### config.mk
export PLATFORM = sky130hd
export DESIGN_NAME = seq_divider
export DESIGN_NICKNAME = d
export VERILOG_FILES = /design/src/rtl/seq_divider.sv
export SDC_FILE = /design/constraint.sdc
export NUM_CORES = 1
export LEC_CHECK = 0
export CORE_UTILIZATION = 52
export CTS_CLUSTER_SIZE = 10
export DETAILED_ROUTE_END_ITERATION = 8
export PLACE_DENSITY = 0.77
export SLEW_MARGIN = 20
export SYNTH_ARGS = -nofsm -noshare
export SYNTH_HDL_FRONTEND = slang
export SYNTH_SLANG_ARGS = --single-unit
### constraint.sdc
create_clock -name clock -period 3.6 [get_ports clock]
set_clock_uncertainty 0.1 [all_clocks]
set_input_delay 0.54 -clock clock [delete_from_list [all_inputs] [get_ports clock]]
set_output_delay 0.54 -clock clock [all_outputs]
set_load 0.01 [all_outputs]
### src/rtl/seq_divider.sv
// seq_divider: multi-cycle signed divider (restoring, one quotient bit per cycle).
// A start in IDLE captures magnitudes and signs. The operation then runs 32 RUN cycles and
// one FIX cycle that applies the signs. Divide-by-zero and the single overflow case
// (MIN / -1) finish in one edge and raise data_exception.
// Optional feature: define DIV_REMAINDER_EN to add the data_remainder output. The
// remainder takes the sign of the dividend.
module seq_divider #(
    parameter int WIDTH = 32
) (
    input  logic             clock,
    input  logic             reset,
    input  logic             ctrl_DIV,
    input  logic [WIDTH-1:0] data_operandA,
    input  logic [WIDTH-1:0] data_operandB,
    output logic [WIDTH-1:0] data_result,
    output logic             data_exception,
    output logic             data_resultRDY,
`ifdef DIV_REMAINDER_EN
    output logic [WIDTH-1:0] data_remainder,
`endif
    output logic             busy
);

    localparam int CW = $clog2(WIDTH) + 1;
    localparam logic [CW-1:0]    LAST_STEP = CW'(WIDTH - 1);
    localparam logic [WIDTH-1:0] MIN_VAL   = {1'b1, {(WIDTH-1){1'b0}}};
    localparam logic [WIDTH-1:0] ALL_ONES  = {WIDTH{1'b1}};

    typedef enum logic [1:0] {
        IDLE = 2'd0,
        RUN  = 2'd1,
        FIX  = 2'd2
    } state_t;

    state_t           state_q, state_d;
    logic [CW-1:0]    count_q, count_d;
    logic [WIDTH-1:0] rem_q, rem_d;       // partial remainder (magnitude)
    logic [WIDTH-1:0] quo_q, quo_d;       // dividend shifts out, quotient shifts in
    logic [WIDTH-1:0] div_q, div_d;       // divisor magnitude
    logic             neg_q_q, neg_q_d;   // quotient must be negated
    logic [WIDTH-1:0] result_q, result_d;
    logic             exc_q, exc_d;
    logic             rdy_q, rdy_d;
`ifdef DIV_REMAINDER_EN
    logic             neg_a_q, neg_a_d;   // dividend was negative
    logic [WIDTH-1:0] remout_q, remout_d;
`endif

    logic [WIDTH-1:0] abs_a;
    logic [WIDTH-1:0] abs_b;
    logic [WIDTH:0]   partial;            // {rem, next dividend bit}
    logic [WIDTH:0]   diff;               // trial subtraction, bit WIDTH is the borrow

    // Operand magnitudes and the WIDTH+1-bit trial subtractor.
    always_comb begin
        abs_a   = data_operandA[WIDTH-1] ? (~data_operandA + 1'b1) : data_operandA;
        abs_b   = data_operandB[WIDTH-1] ? (~data_operandB + 1'b1) : data_operandB;
        partial = {rem_q, quo_q[WIDTH-1]};
        diff    = partial - {1'b0, div_q};
    end

    // Next-state and datapath logic; every register holds unless a state updates it.
    always_comb begin
        state_d  = state_q;
        count_d  = count_q;
        rem_d    = rem_q;
        quo_d    = quo_q;
        div_d    = div_q;
        neg_q_d  = neg_q_q;
        result_d = result_q;
        exc_d    = exc_q;
        rdy_d    = 1'b0;
`ifdef DIV_REMAINDER_EN
        neg_a_d  = neg_a_q;
        remout_d = remout_q;
`endif
        case (state_q)
            IDLE: begin
                if (ctrl_DIV) begin
                    neg_q_d = data_operandA[WIDTH-1] ^ data_operandB[WIDTH-1];
                    div_d   = abs_b;
                    quo_d   = abs_a;
                    rem_d   = '0;
                    count_d = '0;
`ifdef DIV_REMAINDER_EN
                    neg_a_d = data_operandA[WIDTH-1];
`endif
                    if (data_operandB == '0) begin
                        result_d = '0;
                        exc_d    = 1'b1;
                        rdy_d    = 1'b1;
`ifdef DIV_REMAINDER_EN
                        remout_d = '0;
`endif
                    end else if (data_operandA == MIN_VAL && data_operandB == ALL_ONES) begin
                        result_d = MIN_VAL;
                        exc_d    = 1'b1;
                        rdy_d    = 1'b1;
`ifdef DIV_REMAINDER_EN
                        remout_d = '0;
`endif
                    end else begin
                        state_d = RUN;
                    end
                end
            end
            RUN: begin
                count_d = count_q + 1'b1;
                if (!diff[WIDTH]) begin
                    rem_d = diff[WIDTH-1:0];
                    quo_d = {quo_q[WIDTH-2:0], 1'b1};
                end else begin
                    // Restore: the remainder stays below the divisor, so the top bit of partial is 0.
                    rem_d = partial[WIDTH-1:0];
                    quo_d = {quo_q[WIDTH-2:0], 1'b0};
                end
                if (count_q == LAST_STEP) begin
                    state_d = FIX;
                end
            end
            FIX: begin
                result_d = neg_q_q ? (~quo_q + 1'b1) : quo_q;
                exc_d    = 1'b0;
                rdy_d    = 1'b1;
`ifdef DIV_REMAINDER_EN
                remout_d = neg_a_q ? (~rem_q + 1'b1) : rem_q;
`endif
                state_d  = IDLE;
            end
            default: begin
                state_d = IDLE;
            end
        endcase
    end

    // State and datapath registers; reset aborts any operation immediately.
    always_ff @(posedge clock or negedge reset) begin
        if (!reset) begin
            state_q  <= IDLE;
            count_q  <= '0;
            rem_q    <= '0;
            quo_q    <= '0;
            div_q    <= '0;
            neg_q_q  <= 1'b0;
            result_q <= '0;
            exc_q    <= 1'b0;
            rdy_q    <= 1'b0;
`ifdef DIV_REMAINDER_EN
            neg_a_q  <= 1'b0;
            remout_q <= '0;
`endif
        end else begin
            state_q  <= state_d;
            count_q  <= count_d;
            rem_q    <= rem_d;
            quo_q    <= quo_d;
            div_q    <= div_d;
            neg_q_q  <= neg_q_d;
            result_q <= result_d;
            exc_q    <= exc_d;
            rdy_q    <= rdy_d;
`ifdef DIV_REMAINDER_EN
            neg_a_q  <= neg_a_d;
            remout_q <= remout_d;
`endif
        end
    end

    assign data_result    = result_q;
    assign data_exception = exc_q;
    assign data_resultRDY = rdy_q;
    assign busy           = (state_q != IDLE);
`ifdef DIV_REMAINDER_EN
    assign data_remainder = remout_q;
`endif

endmodule

==> results.sh <==
export IMPL_yosysSeqAreaShare=0.377
export IMPL_status="finished, final reports clean"
export IMPL_period_needed_ns=3.53
export IMPL_crit_cells=12
export IMPL_clock_power_share=0.180
export IMPL_setup_viol=0
export IMPL_synth_compound_area_share=0.236
export IMPL_syn_instance_count=1045
export IMPL_drt_pass1_iterations=6
export IMPL_routed_via_density=5.93
export IMPL_p_int_mw=5.83
export IMPL_synth_xor_area_frac=0.112
export IMPL_dp_hpwl_mm=17.1
export IMPL_final_area_sq_um=11700
export IMPL_ff2ff_setup_slack_ns=0.11
export IMPL_netlist_area_sq_um=9220
export IMPL_ys_seq_elements=139
export IMPL_p_per_area_nw_per_um2=862
export IMPL_hold_viol=0
export IMPL_synth_edf_count=0
export IMPL_synthArstFlopShare=1.00
export IMPL_comb_power_share=0.550
export IMPL_drtAntennaViolNets=0
export IMPL_worstPathCellList="clkdlybuf4s50_1 > or4_4 > or3_4 > or3_4 > nor3_2 > nand3b_1 > or3_4 > o21ai_4 > a21oi_2 > or2_4 > clkbuf_16 > a22o_1"
export IMPL_synth_warnings=0
export IMPL_clkSlewWorstSetupHoldPaths_ns=0.06
export IMPL_critPathCapture="data_result[19]"
export IMPL_mostFrequentLayoutCells="o21ai_0 (142), dfrtp_1 (139), nand2_1 (107)"
export IMPL_cts_sinks=139
export IMPL_place_gp_congestion=0.890
export IMPL_clock_latency_ns=0.43
export IMPL_endpoint_kind="flip-flop"
export IMPL_r2r_cells=15
export IMPL_io_buffers=101
export IMPL_drt_total_wl_mm=24.7
export IMPL_startpoint_type="primary input"
export IMPL_path_buf_inv=2
export IMPL_drtIter0Drc=735
export IMPL_clockRootBuffer="clkbuf_16"
export IMPL_avgSynthCellArea_sq_um=8.82
export IMPL_r2r_end="rem_q[23]"
export IMPL_rows=48
export IMPL_cpMostUsedCell="or3_4"
export IMPL_die_h_microns=135
export IMPL_hp_class="flip-flop to flip-flop"
export IMPL_crit_required_ns=3.82
export IMPL_critical_path_slowest_cell="or3_4"
export IMPL_overflow=0
export IMPL_core_sq_um=17300
export IMPL_synth_simple_area_share=0.150
export IMPL_crit_type="primary input to flip-flop"
export IMPL_htree_num_levels=4
export IMPL_final_common_cell="o21ai_0"
export IMPL_cts_tree="built"
export IMPL_slew_violations=0
export IMPL_cts_made_buffers=17
export IMPL_synthAdderAreaFrac=0.0524
export IMPL_utilization=0.676
export IMPL_cp_slowest_stage_delay_ns=0.43
export IMPL_clockBufferDepth=2
export IMPL_track_usage=0.275
export IMPL_critPathLaunch="data_operandA[6]"
export IMPL_grt_pass1_wl_mm=39.7
export IMPL_tightest_slew_ns=0.702
export IMPL_syn_nets=1150
export IMPL_power_leakage_nw=5.04
export IMPL_switching_share=0.421
export IMPL_start_util=0.533
export IMPL_drive_gt1_frac=0.115
export IMPL_grt_antenna_before_repair=0
export IMPL_diodes=0
export IMPL_first_global_vias=7988
export IMPL_synth_flop_cell="dfrtp_1"
export IMPL_dpl_cell_area_sq_um=10800
export IMPL_syn2layout_area_growth_pct=26.9
export IMPL_period_share=0.980
export IMPL_cp_max_fo=7
export IMPL_ir_drop_v=0.000828
export IMPL_nets=1292
export IMPL_wire_per_inst_microns=17.3
export IMPL_maxSlewHeadroom=0.526
export IMPL_p_switching_mw=4.24
export IMPL_synth_top_family_by_area="compound AO/OA/AOI/OAI gates"
export IMPL_die_width_microns=135
export IMPL_synth_cell_types=56
export IMPL_pin_count=102
export IMPL_seqPwrFrac=0.270
export IMPL_r2r_start="quo_q[31]"
export IMPL_maxCapViolations=0
export IMPL_synth_mux_area_frac=0.0284
export IMPL_dieArea_sq_um=18300
export IMPL_drc=0
export IMPL_cp_top_family="simple AND/OR/NAND/NOR gates"
export IMPL_grt_max_degree=64
export IMPL_max_freq_mhz=283
export IMPL_via_count=8448
export IMPL_crit_arrival_ns=3.75
-- final cells by class --
cell class,count,area (sq um)
Sequential cell,139,3480
Clock buffer,19,443
Multi-Input combinational cell,806,5430
Timing Repair Buffer,180,1730
Fill cell,1402,5600
Inverter,43,161
Clock inverter,13,166
Tap cell,225,282
-- power by group through the flow --
stage               clock network [mW]  registers, mW  logic, mW
finish                            1.82           2.72       5.54
global route                      1.89           2.79       6.15
CTS                               1.83           2.69       5.10
detailed placement                   0           2.70       5.04
global placement                     0           2.68       4.89
floorplan                            0           2.52       3.99
-- registers in the layout, summed over array words and instances (netlist names) --
name and cells:
data_exception 1, data_resultRDY 1, neg_q_q 1, quo_q 32
state_q 2, data_result 32, div_q 32, count_q 6
rem_q 32
-- stage by stage --
stage / setup slack, ns / hold slack, ns / std cells / TNS [ns] / total power [mW]
global route: -0.0253 / 0.397 / 1425 / -0.112 / 10.8
floorplan: 0.0642 / 0.144 / 1045 / 0 / 6.50
global placement: -0.406 / 0.364 / 1380 / -14.49 / 7.57
finish: 0.0726 / 0.380 / 1425 / 0 / 10.1
detailed placement: -0.452 / 0.371 / 1380 / -15.97 / 7.74
CTS: 0.0302 / 0.383 / 1413 / 0 / 9.62
-- repair_timing --
action | in CTS | in global routing
hold buffers | 1 | 0
hold endpoints to repair | 11 | 0
buffers inserted | 0 | 7
setup endpoints to repair | 2 | 65
gates resized for setup | 1 | 18
pin swaps | 0 | 10
gates cloned | 0 | 5
-- worst min path at each step --
stage | start | end | depth (start not counted)
global placement | div_q[7] | div_q[7] | 2
CTS | div_q[5] | div_q[5] | 2
detailed placement | div_q[5] | div_q[5] | 2
floorplan | reset | count_q[0] | 0
finish | div_q[5] | div_q[5] | 2
global route | div_q[22] | div_q[22] | 2
-- worst reg2reg max path: cells and delay by family, from the launching register on --
kind	cells	cell delay [ns]
adder cells (fa/ha/maj)	2	0.56
XOR/XNOR	1	0.23
AO/OA/AOI/OAI	5	1.06
flip-flops	1	0.41
multiplexers	1	0.19
AND/OR/NAND/NOR	2	0.26
buffers and inverters	4	0.54
-- routing by layer --
layer,track usage,share of wire
met5,0,0
met2,0.438,0.47
met1,0.386,0.45
met4,0.0955,0.019
met3,0.0333,0.059
-- synth_stat cells (4+ instances only) --
cell	n	area [sq um]
nand3_1	41	205
o21ai_0	142	711
a22oi_1	31	233
buf_1	4	15.0
nor4_1	5	31.3
nor3_1	8	40.0
clkbuf_1	48	180
a22o_1	31	272
a21oi_1	40	200
nor2b_1	6	37.5
nand2_1	108	405
a31oi_1	12	75.1
nand2b_1	9	56.3
or2_2	5	31.3
ha_1	37	463
o21a_1	6	45.0
xnor2_1	48	420
xor2_1	70	613
dfrtp_1	139	3480
nand4_1	13	81.3
mux2i_1	25	250
o31ai_1	26	195
or4_1	14	105
o41ai_1	13	114
a21o_1	14	105
or3_1	22	138
o211ai_1	7	52.6
nor2_1	33	124
buf_6	4	45.0
inv_1	43	161
-- cell families (layout without fill, tap and decap cells) --
kind of cell / count (synthesis) / after routing
AO/OA/AOI/OAI: 344 / 344
AND/OR/NAND/NOR: 280 / 280
flip-flops: 139 / 139
XOR/XNOR: 118 / 118
buffers and inverters: 100 / 255
adder cells (fa/ha/maj): 38 / 38
multiplexers: 26 / 26
No activity file was read; power rests on OpenSTA's default activity.
